===== src/rtl/alu_mul_sequencer.sv =====
// alu_mul_sequencer: shift-add multiply that time-shares the external combinational ALU.
// Inputs: clk, rst_n (async, active low), start, op_a, op_b, alu_result.
// Outputs: busy, done (one-cycle pulse), product (low WIDTH bits), alu_a, alu_b, alu_ctrl.
// Optional ALU_MUL_EARLY_EXIT_EN: leave SHIFT once no multiplier bits remain.
module alu_mul_sequencer #(
  parameter int WIDTH = 32,
  parameter logic [3:0] ALU_ADD = 4'b0110,
  parameter logic [3:0] ALU_SLL = 4'b0100
) (
  input  logic             clk,
  input  logic             rst_n,
  input  logic             start,
  input  logic [WIDTH-1:0] op_a,
  input  logic [WIDTH-1:0] op_b,
  output logic             busy,
  output logic             done,
  output logic [WIDTH-1:0] product,
  output logic [WIDTH-1:0] alu_a,
  output logic [WIDTH-1:0] alu_b,
  output logic [3:0]       alu_ctrl,
  input  logic [WIDTH-1:0] alu_result
);
  localparam int CW = $clog2(WIDTH);
  typedef enum logic [1:0] {IDLE, ADD, SHIFT, DONE} state_t;
  state_t state_q, state_d;
  logic [WIDTH-1:0] acc_q, acc_d, mcand_q, mcand_d, mplier_q, mplier_d, product_q, product_d;
  logic [CW-1:0] count_q, count_d;
  logic last;
`ifdef ALU_MUL_EARLY_EXIT_EN
  assign last = count_q == CW'(WIDTH - 1) || mplier_q[WIDTH-1:1] == '0;
`else
  assign last = count_q == CW'(WIDTH - 1);
`endif
  always_ff @(posedge clk or negedge rst_n)
    if (!rst_n) state_q <= IDLE;
    else state_q <= state_d;
  always_comb
    state_d = state_q == IDLE  ? (start ? ADD : IDLE) :
              state_q == ADD   ? SHIFT :
              state_q == SHIFT ? (last ? DONE : ADD) : IDLE;
  always_comb begin
    busy     = state_q != IDLE;
    done     = state_q == DONE;
    product  = product_q;
    alu_a    = state_q == ADD ? acc_q : state_q == SHIFT ? mcand_q : '0;
    alu_b    = state_q == ADD ? (mplier_q[0] ? mcand_q : '0) : state_q == SHIFT ? WIDTH'(1) : '0;
    alu_ctrl = state_q == SHIFT ? ALU_SLL : ALU_ADD;
  end
  always_comb begin
    acc_d     = acc_q;
    mcand_d   = mcand_q;
    mplier_d  = mplier_q;
    count_d   = count_q;
    product_d = product_q;
    if (state_q == IDLE && start) begin
      mcand_d  = op_a;
      mplier_d = op_b;
      acc_d    = '0;
      count_d  = '0;
    end
    if (state_q == ADD) acc_d = alu_result;
    if (state_q == SHIFT) begin
      mcand_d  = alu_result;
      mplier_d = mplier_q >> 1;
      count_d  = count_q + 1'b1;
    end
    if (state_q == DONE) product_d = acc_q;
  end
  always_ff @(posedge clk or negedge rst_n)
    if (!rst_n) begin
      acc_q     <= '0;
      mcand_q   <= '0;
      mplier_q  <= '0;
      count_q   <= '0;
      product_q <= '0;
    end else begin
      acc_q     <= acc_d;
      mcand_q   <= mcand_d;
      mplier_q  <= mplier_d;
      count_q   <= count_d;
      product_q <= product_d;
    end
endmodule


===== config.mk =====
export PLATFORM = sky130hd
export DESIGN_NAME = alu_mul_sequencer
export DESIGN_NICKNAME = d
export VERILOG_FILES = /design/src/rtl/alu_mul_sequencer.sv
export SDC_FILE = /design/constraint.sdc
export NUM_CORES = 1
export LEC_CHECK = 0
export ABC_AREA = 1
export BUFFER_PORTS_ARGS = -buffer_cell sky130_fd_sc_hd__buf_2
export CAP_MARGIN = 20
export CORE_MARGIN = 4
export CORE_UTILIZATION = 45
export DETAILED_ROUTE_END_ITERATION = 10
export PLACE_DENSITY = 0.71
export SLEW_MARGIN = 20
export SYNTH_ARGS = -nofsm -noshare
export SYNTH_HDL_FRONTEND = slang
export SYNTH_SLANG_ARGS = --single-unit

===== constraint.sdc =====
create_clock -name clk -period 1.55 [get_ports clk]
set_clock_uncertainty 0.1 [all_clocks]
set_input_delay 0.0775 -clock clk [delete_from_list [all_inputs] [get_ports clk]]
set_output_delay 0.0775 -clock clk [all_outputs]
set_load 0.01 [all_outputs]

# Word-level counts from Yosys, hierarchy flattened
# Cells that the tools add are included.
dict set report classes {
  eq_ne 4
  n_reduce_logical 5
  add_sub_neg 1
  muxes 19
}
# cell n
set op_table {}
lappend op_table {{$mux W32} 10}
lappend op_table {{$mux W2} 5}
lappend op_table {{$mux W5} 2}
lappend op_table {{$reduce_bool A2 Y1} 3}
lappend op_table {{$add A5 B1 Y5 const B} 1}
lappend op_table {{$eq A5 B5 Y1 const B} 1}
lappend op_table {{$eq A2 B2 Y1 const B} 2}
lappend op_table {{$eq A2 B1 Y1 const B} 1}
lappend op_table {{$logic_not A2 Y1} 1}
lappend op_table {{$mux W1} 2}
lappend op_table {{$logic_and A1 B1 Y1} 1}
dict set report totals {
  out_inout_bits 102
  regBits 135
  inputBits 99
  word_cells 35
}

# Logic depth before layout (Yosys ltp)
# Gate-level depths: netlist of run 1.
dict set report depth {
  depth_word 5
  depth_mapped 8
  mapped_depth_nobuf 6
}

# Worst setup path after synthesis of run 1
# Ideal clock, no wire load.
dict set report synth_path {
  path_kind {flip-flop to output port}
  startpoint {register state_q[0]}
  endpoint {output port alu_a[13]}
  path_stages_with_launch 7
  path_buffers 3
  arrival_ns 1.176
  t_required_ns 1.372
  setup_slack_ns 0.196
  cell_sequence {dfrtp_1 -> buf_4 -> inv_2 -> nand2_4 -> buf_2 -> buf_6 -> o22ai_1}
}
dict set report synth_via {
  elab_chain_cells 3
  elab_cells_between_ends 4
  classes_between {eq/ne (2); mux (2)}
}
# element line
set synth_lines {}
lappend synth_lines {{from (decl)} 25} ;# state_t state_q, state_d;
lappend synth_lines {{from (signal assigned)} 36} ;# else state_q <= state_d;
lappend synth_lines {{$eq A2 B2 Y1} 45} ;# alu_a = state_q == ADD ? acc_q : state_q == SHIFT ? mcand_q : '0;
lappend synth_lines {{$mux W32} 45}
lappend synth_lines {{$mux W32 (*)} 45}
lappend synth_lines {{to (decl)} 18} ;# output logic [WIDTH-1:0] alu_a,
# Mark *: on every way between the ends. The rest lies on a longest branch, timed or not.

# Final worst setup path of run 1
dict set report layout_path {
  startpoint {register state_q[1]}
  endpoint {output port alu_b[6]}
}
dict set report layout_via {
  elab_chain_cells 2
}
# element line
set layout_lines {}
lappend layout_lines {{$eq A2 B1 Y1} 46} ;# alu_b = state_q == ADD ? (mplier_q[0] ? mcand_q : '0) : state_q == SHIFT ? WIDTH'(1) : '0;
lappend layout_lines {{$mux W32} 46}
lappend layout_lines {{to (decl)} 19} ;# output logic [WIDTH-1:0] alu_b,
# Every way passes these cells.

==> results of run 1 <==
## what timing repair did
item                                    in CTS  in global routing
hold endpoints to repair                   231                  0
hold buffers                                97                  0
gates resized for setup                     57                132
cloned                                       5                 11
buffers inserted                            18                 13
endpoints found under the setup margin      73                166
pin swaps                                    1                  7
## final timing paths
check / endpoint / slack, ns / cells past startpoint
worst max-delay path: alu_b[6] / -0.24 / 5
worst min-delay path: mcand_q[8] / 0.02 / 2
worst max register to register: acc_q[17] / -0.10 / 8
worst min register to register: mcand_q[2] / 0.38 / 2
max in group asynchronous: state_q[0] / 0.76 / 3
min in group clk: acc_q[27] / 0.15 / 5
## cells in the final DEF, fill, tap and decap left out, types with 24 or more instances in the layout
cell type,instances
nand2_1,381
buf_2,185
dfrtp_1,133
dlygate4sd3_1,97
nand3_1,94
inv_1,67
buf_4,35
o21ai_0,32
nand2_2,29
nor2_1,25
buf_6,25
clkbuf_16,24
## metrics by stage
stage	total power, W	hold WS (ns)
final	0.0214	0.0178
after global routing	0.0226	0.0428
after CTS	0.0190	0.0157
after detailed placement	0.0135	-0.112
after global placement	0.0133	-0.116
after floorplan	0.0105	-0.318
## cell type report
cell class,instances,share of cell area
Clock inverter,8,0.0130
Clock buffer,24,0.0448
Multi-Input combinational cell,640,0.299
Inverter,70,0.0249
Sequential cell,135,0.308
Tap cell,184,0.0210
Antenna cell,1,0.000228
Timing Repair Buffer,377,0.289
## where the power goes
part	switching, W	internal (W)
Sequential	0.00110	0.00515
Combinational	0.00621	0.00457
Clock	0.00150	0.00286
## registers in the layout, summed over array words and instances, names as in the netlist
name      cells
count_q       5
mcand_q      32
mplier_q     32
acc_q        32
state_q       2
product      32
## kinds of logic (layout without fill, tap and decap cells)
| family | count (synthesis) | after routing | share of synthesized area |
|---|---|---|---|
| AND/OR/NAND/NOR | 564 | 565 | 0.339 |
| flip-flops | 135 | 135 | 0.509 |
| buffers and inverters | 133 | 479 | 0.0870 |
| AO/OA/AOI/OAI | 70 | 70 | 0.0594 |
| adder cells (fa/ha/maj) | 2 | 2 | 0.00377 |
| other | 2 | 4 | 0.00113 |
## critical path, stage by stage, from the launching register on
cell      delay [ns]
dfrtp_2         0.48
clkinv_4        0.11
nand3_4         0.10
buf_12          0.19
nor2_1          0.14
buf_2           0.15
## routing by layer
metal / up-vias / share of wire / routed length [um] / track usage
met3: 105 / 0.090 / 2320 / 0.0614
met4: 0 / 0.044 / 1130 / 0.116
met5: - / 0 / 0 / 0
met1: 3610 / 0.37 / 9650 / 0.328
met2: 486 / 0.49 / 12700 / 0.451
li1: 3498 / - / - / -
==> impl_metrics.toml, run 1 <==
[outcome]
status = "complete, but fails checks"
failed_checks = "negative setup slack"

[routing]
via_count = 7699
wl_per_cell_um = 17.9
dr.pass1.iters = 5
drc = 0
wl_um = 25800
antenna_left = 0
drtIter0Drc = 548
vias_per_cell = 5.35

[sta]
fin_setup_tns_ns = -13.09
setup_viol = 114
rsz0062_at_grt = "yes"
post-route-period-util = 1.15
worst_slack_ns = -0.236
fmax_ghz = 0.560
hold_viol_final = 0
period_needed_ns = 1.79
slew_violations = 0

[floorplan]
start_util = 0.458
fp.dieW_um = 129
rows = 44
die_h_um = 129
core_um2 = 14500
die_area_um2 = 16700
pin_count = 201

[grt]
grt_start_max_net_pins = 48
grt-ovfl-total = 0
grt_pass1_vias = 7142
grt_usage = 0.267
antenna_found_initial = 0
grt_pass1_wl_um = 35200

[synth]
synthTopCellsByCount = "431 x nand2_1, 135 x dfrtp_1, 98 x nand3_1"
yosysSeqAreaShare = 0.509
synth-edff-count = 0
async_reset_ff_frac = 1.00
synth_top_area_frac = 0.509
yosysUniqueCellTypes = 19
synth.most_common_cell = "nand2_1"
yosys_register_bits = 135
syn_area_per_cell_um2 = 7.32
syn_inst = 906
synth.area.top_cells = "dfrtp_1 51%, nand2_1 24%, nand3_1 7.4%, inv_1 3.8%, o22ai_1 3.0%"
dominantRegCellSynth = "dfrtp_1"
synth_warnings = 0
syn_area_um2 = 6630
yosysTopAreaCell = "dfrtp_1"

[layout]
fin_cells = 1439
multi_input_comb_area_um2 = 3280
synthToLayoutAreaGrowth_pct = 65.4
final_nets = 1342
fill_cells = 930
drive_above_1_share = 0.327
register_area_um2 = 3380
utilization = 0.758
final_cell_area_um2 = 11000

[placed_design]
placed_area_um2 = 8000
port_buffers = 197
place_inst = 1262
gp_congestion = 0.836
place_hpwl_um = 13400
post-place-ws_ns = 0.00265

[worst_setup_path]
crit_type = "flop to primary output"
cp.arrival_ns = 1.61
required_ns = 1.37
crit_start = "state_q[1]"
endpoint_kind = "primary output"
crit_path_start_kind = "flop"
crit_fanout = 21
timing.rr.start = "state_q[1]"

[clock_network]
cts_buffers = 17
cts_tree = "built"
clock-sinks = 135
clockBufferDepth = 2
clkSlewWorstSetupHoldPaths_ns = 0.06
htreeDepth = 4
clkLatencyLatePin_ns = 0.42
root_buffer = "clkbuf_16"

[power]
ir_drop_mv = 1.13
p_leak_nw = 6.06
power_density_nw_per_um2 = 1950

[flow_run]
drv_cap = 0

[worst_hold_path]
hp-class = "input port to async pin"
(Power assumes the default switching activity.)
==> run 2: changes to the inputs <==
- ABC_AREA: 1 -> unset
- PLACE_DENSITY: 0.71 -> 0.72
==> run 2 against run 1 <==
The flow still finishes with violations (negative setup slack); register-to-register slack worse by 0.18 ns; fmax is 3.0% lower; design area is 11% lower; critical path depth stayed put; global-route usage is 0.74 points lower; die area is 8.5% lower; combinational power is 11% lower; first-iteration DRC count is 0.36% higher; worst hold slack better by 0.070 ns.
==> impl_metrics.toml, run 2 <==
[grt]
grt_start_max_net_pins = 55
grt_busiest_layer = "met2"
grt_use_met2 = 0.447
antenna_found_initial = 0
grt_pass1_wl_um = 30500
met3_usage = 0.0536
grt_pass1_vias = 6056
grt_usage = 0.259
grtUsageMet1 = 0.311
grt-ovfl-total = 0

[layout]
drive_above_1_share = 0.392
layout_commonest_cell = "buf_2"
final_cell_mix = "189 x buf_2, 133 x dfrtp_1, 98 x dlygate4sd3_1"
antenna_cells = 0
final_nets = 981
synthToLayoutAreaGrowth_pct = 61.6
fill_cells = 861

[clock_network]
clockBufferDepth = 2
clock-sinks = 135
clkLatencyLatePin_ns = 0.41
htreeDepth = 4
cts_buffers = 17
cts_tree = "built"
clkSlewWorstSetupHoldPaths_ns = 0.06
root_buffer = "clkbuf_16"

[worst_setup_path]
endpoint_kind = "primary output"
critPathMaxStageDelay_ns = 0.44
worstPathCellList = "nor2b_4, buf_12, clkbuf_16, a22o_1, buf_2"
r2r_slack_ns = -0.28
worstReg2RegEnd = "count_q[1]"
crit_start = "state_q[0]"
cp_num_buf_inv = 3
timing.rr.start = "state_q[0]"
endpoint = "alu_a[23]"
required_ns = 1.37
crit_family = "buffers and inverters"
crit_slowest_cell = "dfrtp_2"
cp.arrival_ns = 1.66
crit_type = "flop to primary output"
r2r_cells = 7
crit_path_start_kind = "flop"
crit_fanout = 13
cp_num_cells = 5

[power]
ir_drop_mv = 0.963
power_density_nw_per_um2 = 2060
p_leak_nw = 4.90
total_power_w = 0.0201

[placed_design]
gp_congestion = 0.809
place_hpwl_um = 12200
post-place-ws_ns = 0.0313
port_buffers = 197

[outcome]
failed_checks = "negative setup slack"
status = "complete, but fails checks"

[synth]
yosysTopAreaCell = "dfrtp_1"
yosysUniqueCellTypes = 26
syn_area_per_cell_um2 = 11.2
syn_area_um2 = 6030
dominantRegCellSynth = "dfrtp_1"
synthTopCellsByCount = "135 x dfrtp_1, 68 x nand2_1, 66 x a22o_1"
async_reset_ff_frac = 1.00
synth.area.top_cells = "dfrtp_1 56%, a22o_1 9.6%, a22oi_1 7.8%, mux2_2 5.4%, o21ai_1 5.2%"
yosys_register_bits = 135
synth-edff-count = 0
synth_top_area_frac = 0.560
syn_inst = 540
yosysSeqAreaShare = 0.560
synth.most_common_cell = "dfrtp_1"
synth_warnings = 0

[routing]
drtIter0Drc = 550
wl_um = 21600
dr.pass1.iters = 5
via_count = 6044
antenna_left = 0
wl_per_cell_um = 20.2
vias_per_cell = 5.65
drc = 0

[sta]
worst_slack_ns = -0.290
fmax_ghz = 0.543
hold_viol_final = 0
rsz0062_at_grt = "yes"
fin_setup_tns_ns = -25.71
worst_pin_slew_ns = 0.525
slew_violations = 0
holdWs_ns = 0.0875
post-route-period-util = 1.19
period_needed_ns = 1.84
slew_headroom = 0.650
setup_viol = 159

[worst_hold_path]
hp-class = "input port to async pin"

[floorplan]
fp.dieW_um = 124
pin_count = 201
die_area_um2 = 15300
die_h_um = 124
core_um2 = 13200
start_util = 0.457
rows = 42

[flow_run]
drv_cap = 0
==> run 2: kinds of logic after synthesis <==
| kind of cell | after synthesis | share of synthesized area |
|---|---|---|
| other | 2 | 0.00125 |
| adder cells (fa/ha/maj) | 2 | 0.00415 |
| multiplexers | 32 | 0.0598 |
| AND/OR/NAND/NOR | 109 | 0.0851 |
| buffers and inverters | 59 | 0.0525 |
| flip-flops | 135 | 0.560 |
| XOR/XNOR | 1 | 0.00145 |
| AO/OA/AOI/OAI | 200 | 0.236 |
==> run 2: worst register-to-register path, stage by stage (launching register included) <==
cell,delay (ns)
dfrtp_2,0.44
buf_4,0.16
buf_4,0.14
o21bai_4,0.24
buf_12,0.17
buf_6,0.11
buf_16,0.14
a22o_1,0.20
==> run 2: where the power goes <==
group | internal [W] | switching, W
clock | 0.00255 | 0.00146
combinational | 0.00495 | 0.00467
sequential | 0.00525 | 0.00123
total | 0.0128 | 0.00736
==> run 2: through the flow <==
stage | cell area, um2 | utilization | std cells
2_1_floorplan | 6030 | - | 541
3_3_place_gp | 7400 | 0.561 | 897
3_5_place_dp | 7400 | 0.561 | 897
4_1_cts | 9230 | 0.700 | 1039
5_1_grt | 9750 | 0.739 | 1069
6_report | 9750 | 0.739 | 1069
==> run 2: area by class of cell <==
cell class | instances | area, um2 | area share
Sequential cell | 135 | 3380 | 0.347
Timing Repair Buffer | 376 | 3140 | 0.322
Multi-Input combinational cell | 347 | 2410 | 0.248
Clock buffer | 22 | 454 | 0.0466
Tap cell | 176 | 220 | 0.0226
Clock inverter | 10 | 128 | 0.0131
Inverter | 3 | 13.8 | 0.00141
==> run 2: layer usage <==
metal | vias up | part of all wire
met1 | 2954 | 0.39
li1 | 2678 | -
met4 | 0 | 0.026
met5 | - | 0
met2 | 357 | 0.51
met3 | 55 | 0.076
==> run 2: worst min path at each step <==
stage               slack, ns  startpoint  depth (start not counted)     endpoint
detailed placement      -0.04       rst_n                          1  product[15]
finish                   0.09       rst_n                          2    acc_q[15]
global route             0.14       rst_n                          2  mcand_q[15]
CTS                      0.10       rst_n                          2  product[15]
floorplan               -0.32       rst_n                          0     acc_q[0]
global placement        -0.04       rst_n                          1  product[15]
==> run 2: repair_timing <==
item	CTS	global route
hold endpoints to repair	231	0
hold buffers	98	0
setup buffers	9	19
gates resized for setup	27	39
gates cloned	3	13
endpoints found under the setup margin	68	190
pin swaps	2	9
==> run 3: changes to the inputs <==
- CORE_UTILIZATION: 45 -> 39
- CTS_BUF_LIST: unset -> sky130_fd_sc_hd__clkbuf_4 sky130_fd_sc_hd__clkbuf_8 sky130_fd_sc_hd__clkbuf_16
- PLACE_DENSITY: 0.72 -> unset
- SLEW_MARGIN: 20 -> unset
==> run 3 against run 2 <==
The flow still finishes with violations (negative setup slack); total power increased by 11%; register-to-register slack improved by 0.02 ns; setup slack got worse by 0.067 ns; global-route usage decreased by 3.0 points; critical path depth increased by 1; critical path type unchanged; largest cell class is now buffers.
==> impl_metrics.toml, run 3 (synthesized netlist as in run 2, its figures left out) <==
[layout]
drive_above_1_share = 0.454
final_cell_mix = "179 x buf_2, 133 x dfrtp_1, 98 x dlygate4sd3_1"
layout_commonest_cell = "buf_2"
synthToLayoutAreaGrowth_pct = 75.6
utilization = 0.697
fill_cells = 1045
antenna_cells = 0
final_nets = 995

[worst_setup_path]
worstReg2RegEnd = "mcand_q[5]"
cp.arrival_ns = 1.73
timing.rr.start = "state_q[1]"
crit_type = "flop to primary output"
endpoint_kind = "primary output"
crit_path_start_kind = "flop"
required_ns = 1.37
r2r_slack_ns = -0.26
r2r_cells = 8
crit_fanout = 5

[routing]
dr.pass1.iters = 5
vias_per_cell = 5.65
drc = 0
wl_um = 24500
via_count = 6184
antenna_left = 0
wl_per_cell_um = 22.4
drtIter0Drc = 427

[floorplan]
fp.dieW_um = 132
die_h_um = 132
rows = 45
pin_count = 201
start_util = 0.397
die_area_um2 = 17500
core_um2 = 15200

[grt]
grt-ovfl-total = 0
grt_pass1_wl_um = 31900
grtUsageMet1 = 0.287
met3_usage = 0.0550
antenna_found_initial = 0
grt_pass1_vias = 5945
grt_start_max_net_pins = 52
grt_busiest_layer = "met2"
grt_use_met2 = 0.390
grt_usage = 0.230

[power]
power.internal_w = 0.0142
swShare = 0.366
clkPwrFrac = 0.194
p_seq_frac = 0.295
comb_power_share = 0.511
p_leak_nw = 5.21
ir_drop_mv = 1.03
power_density_nw_per_um2 = 2110
p_switching_w = 0.00816

[worst_hold_path]
hp-class = "input port to async pin"

[outcome]
status = "complete, but fails checks"
failed_checks = "negative setup slack"

[flow_run]
drv_cap = 0

[clock_network]
clkSlewWorstSetupHoldPaths_ns = 0.06
htreeDepth = 4
cts_buffers = 17
clock-sinks = 135
root_buffer = "clkbuf_16"
cts_tree = "built"
clockBufferDepth = 2
clkLatencyLatePin_ns = 0.43

[sta]
setup_viol = 199
slew_violations = 0
post-route-period-util = 1.23
worst_slack_ns = -0.357
period_needed_ns = 1.91
hold_viol_final = 0
holdWs_ns = 0.0765
fmax_ghz = 0.524
rsz0062_at_grt = "yes"

[placed_design]
gp_congestion = 0.801
place_hpwl_um = 12000
port_buffers = 197
run 3: changes by cell type in the layout (fill, tap and decap cells not counted), moves of 4 or more:
cell / before / now
buf_2: 189 / 179
and3_1: 30 / 17
buf_6: 21 / 36
a22oi_2: 1 / 24
mux2_2: 28 / 0
a22oi_1: 62 / 39
clkbuf_16: 26 / 33
clkbuf_1: 4 / 0
mux2_4: 1 / 32
buf_4: 33 / 24
and3_4: 2 / 15
run 3: how the worst max path moves through the flow:
stage	startpoint	to	slack, ns	cells after the start
after floorplan	count_q[0]	count_q[4]	0.10	4
after global placement	state_q[0]	acc_q[0]	-0.03	2
after detailed placement	state_q[0]	acc_q[2]	-0.05	2
after CTS	state_q[0]	alu_a[11]	-0.34	6
after global routing	state_q[0]	alu_a[2]	-0.40	6
final	state_q[0]	alu_a[11]	-0.36	6
run 3: area by class of cell:
class | count | area (um2) | area share
Clock buffer | 20 | 460 | 0.0435
Clock inverter | 12 | 175 | 0.0165
Inverter | 3 | 13.8 | 0.00130
Multi-Input combinational cell | 350 | 2790 | 0.263
Sequential cell | 135 | 3380 | 0.319
Tap cell | 188 | 235 | 0.0222
Timing Repair Buffer | 387 | 3540 | 0.334
run 3: metal layers:
metal | vias to the layer above | wire, um
met5 | - | 0
met4 | 0 | 776
met3 | 56 | 1700
met2 | 299 | 12200
met1 | 3112 | 9850
li1 | 2717 | -
run 3: critical path, stage by stage, from the launching register on:
cell,delay [ns]
dfrtp_2,0.43
buf_6,0.13
nor2b_4,0.13
buf_6,0.15
buf_12,0.13
a22o_1,0.18
buf_2,0.15
run 3: what timing repair did:
action                                 in CTS  in global routing
cloned                                      7                 25
resized for setup                          26                129
endpoints found under the hold margin     231                  0
buffers inserted                           16                 19
setup endpoints to repair                  99                160
hold buffers                               98                  0
pin swaps                                  15                 34
run 3: power groups by stage:
stage / clock, W / combinational [W] / sequential [W]
2_1_floorplan: 0 / 0.00447 / 0.00631
3_3_place_gp: 0 / 0.00706 / 0.00644
3_5_place_dp: 0 / 0.00722 / 0.00654
4_1_cts: 0.00435 / 0.00858 / 0.00645
5_1_grt: 0.00454 / 0.0121 / 0.00678
6_report: 0.00432 / 0.0114 / 0.00659
run 3: through the flow:
stage | TNS, ns | worst slack [ns] | total power (W) | instance area [um2] | std cells
after floorplan | 0 | 0.101 | 0.0108 | 6030 | 541
after global placement | -0.831 | -0.0308 | 0.0135 | 7350 | 899
after detailed placement | -1.17 | -0.0532 | 0.0138 | 7350 | 899
after CTS | -18.12 | -0.339 | 0.0194 | 9360 | 1051
after global routing | -44.05 | -0.402 | 0.0234 | 10600 | 1095
final | -36.12 | -0.357 | 0.0223 | 10600 | 1095
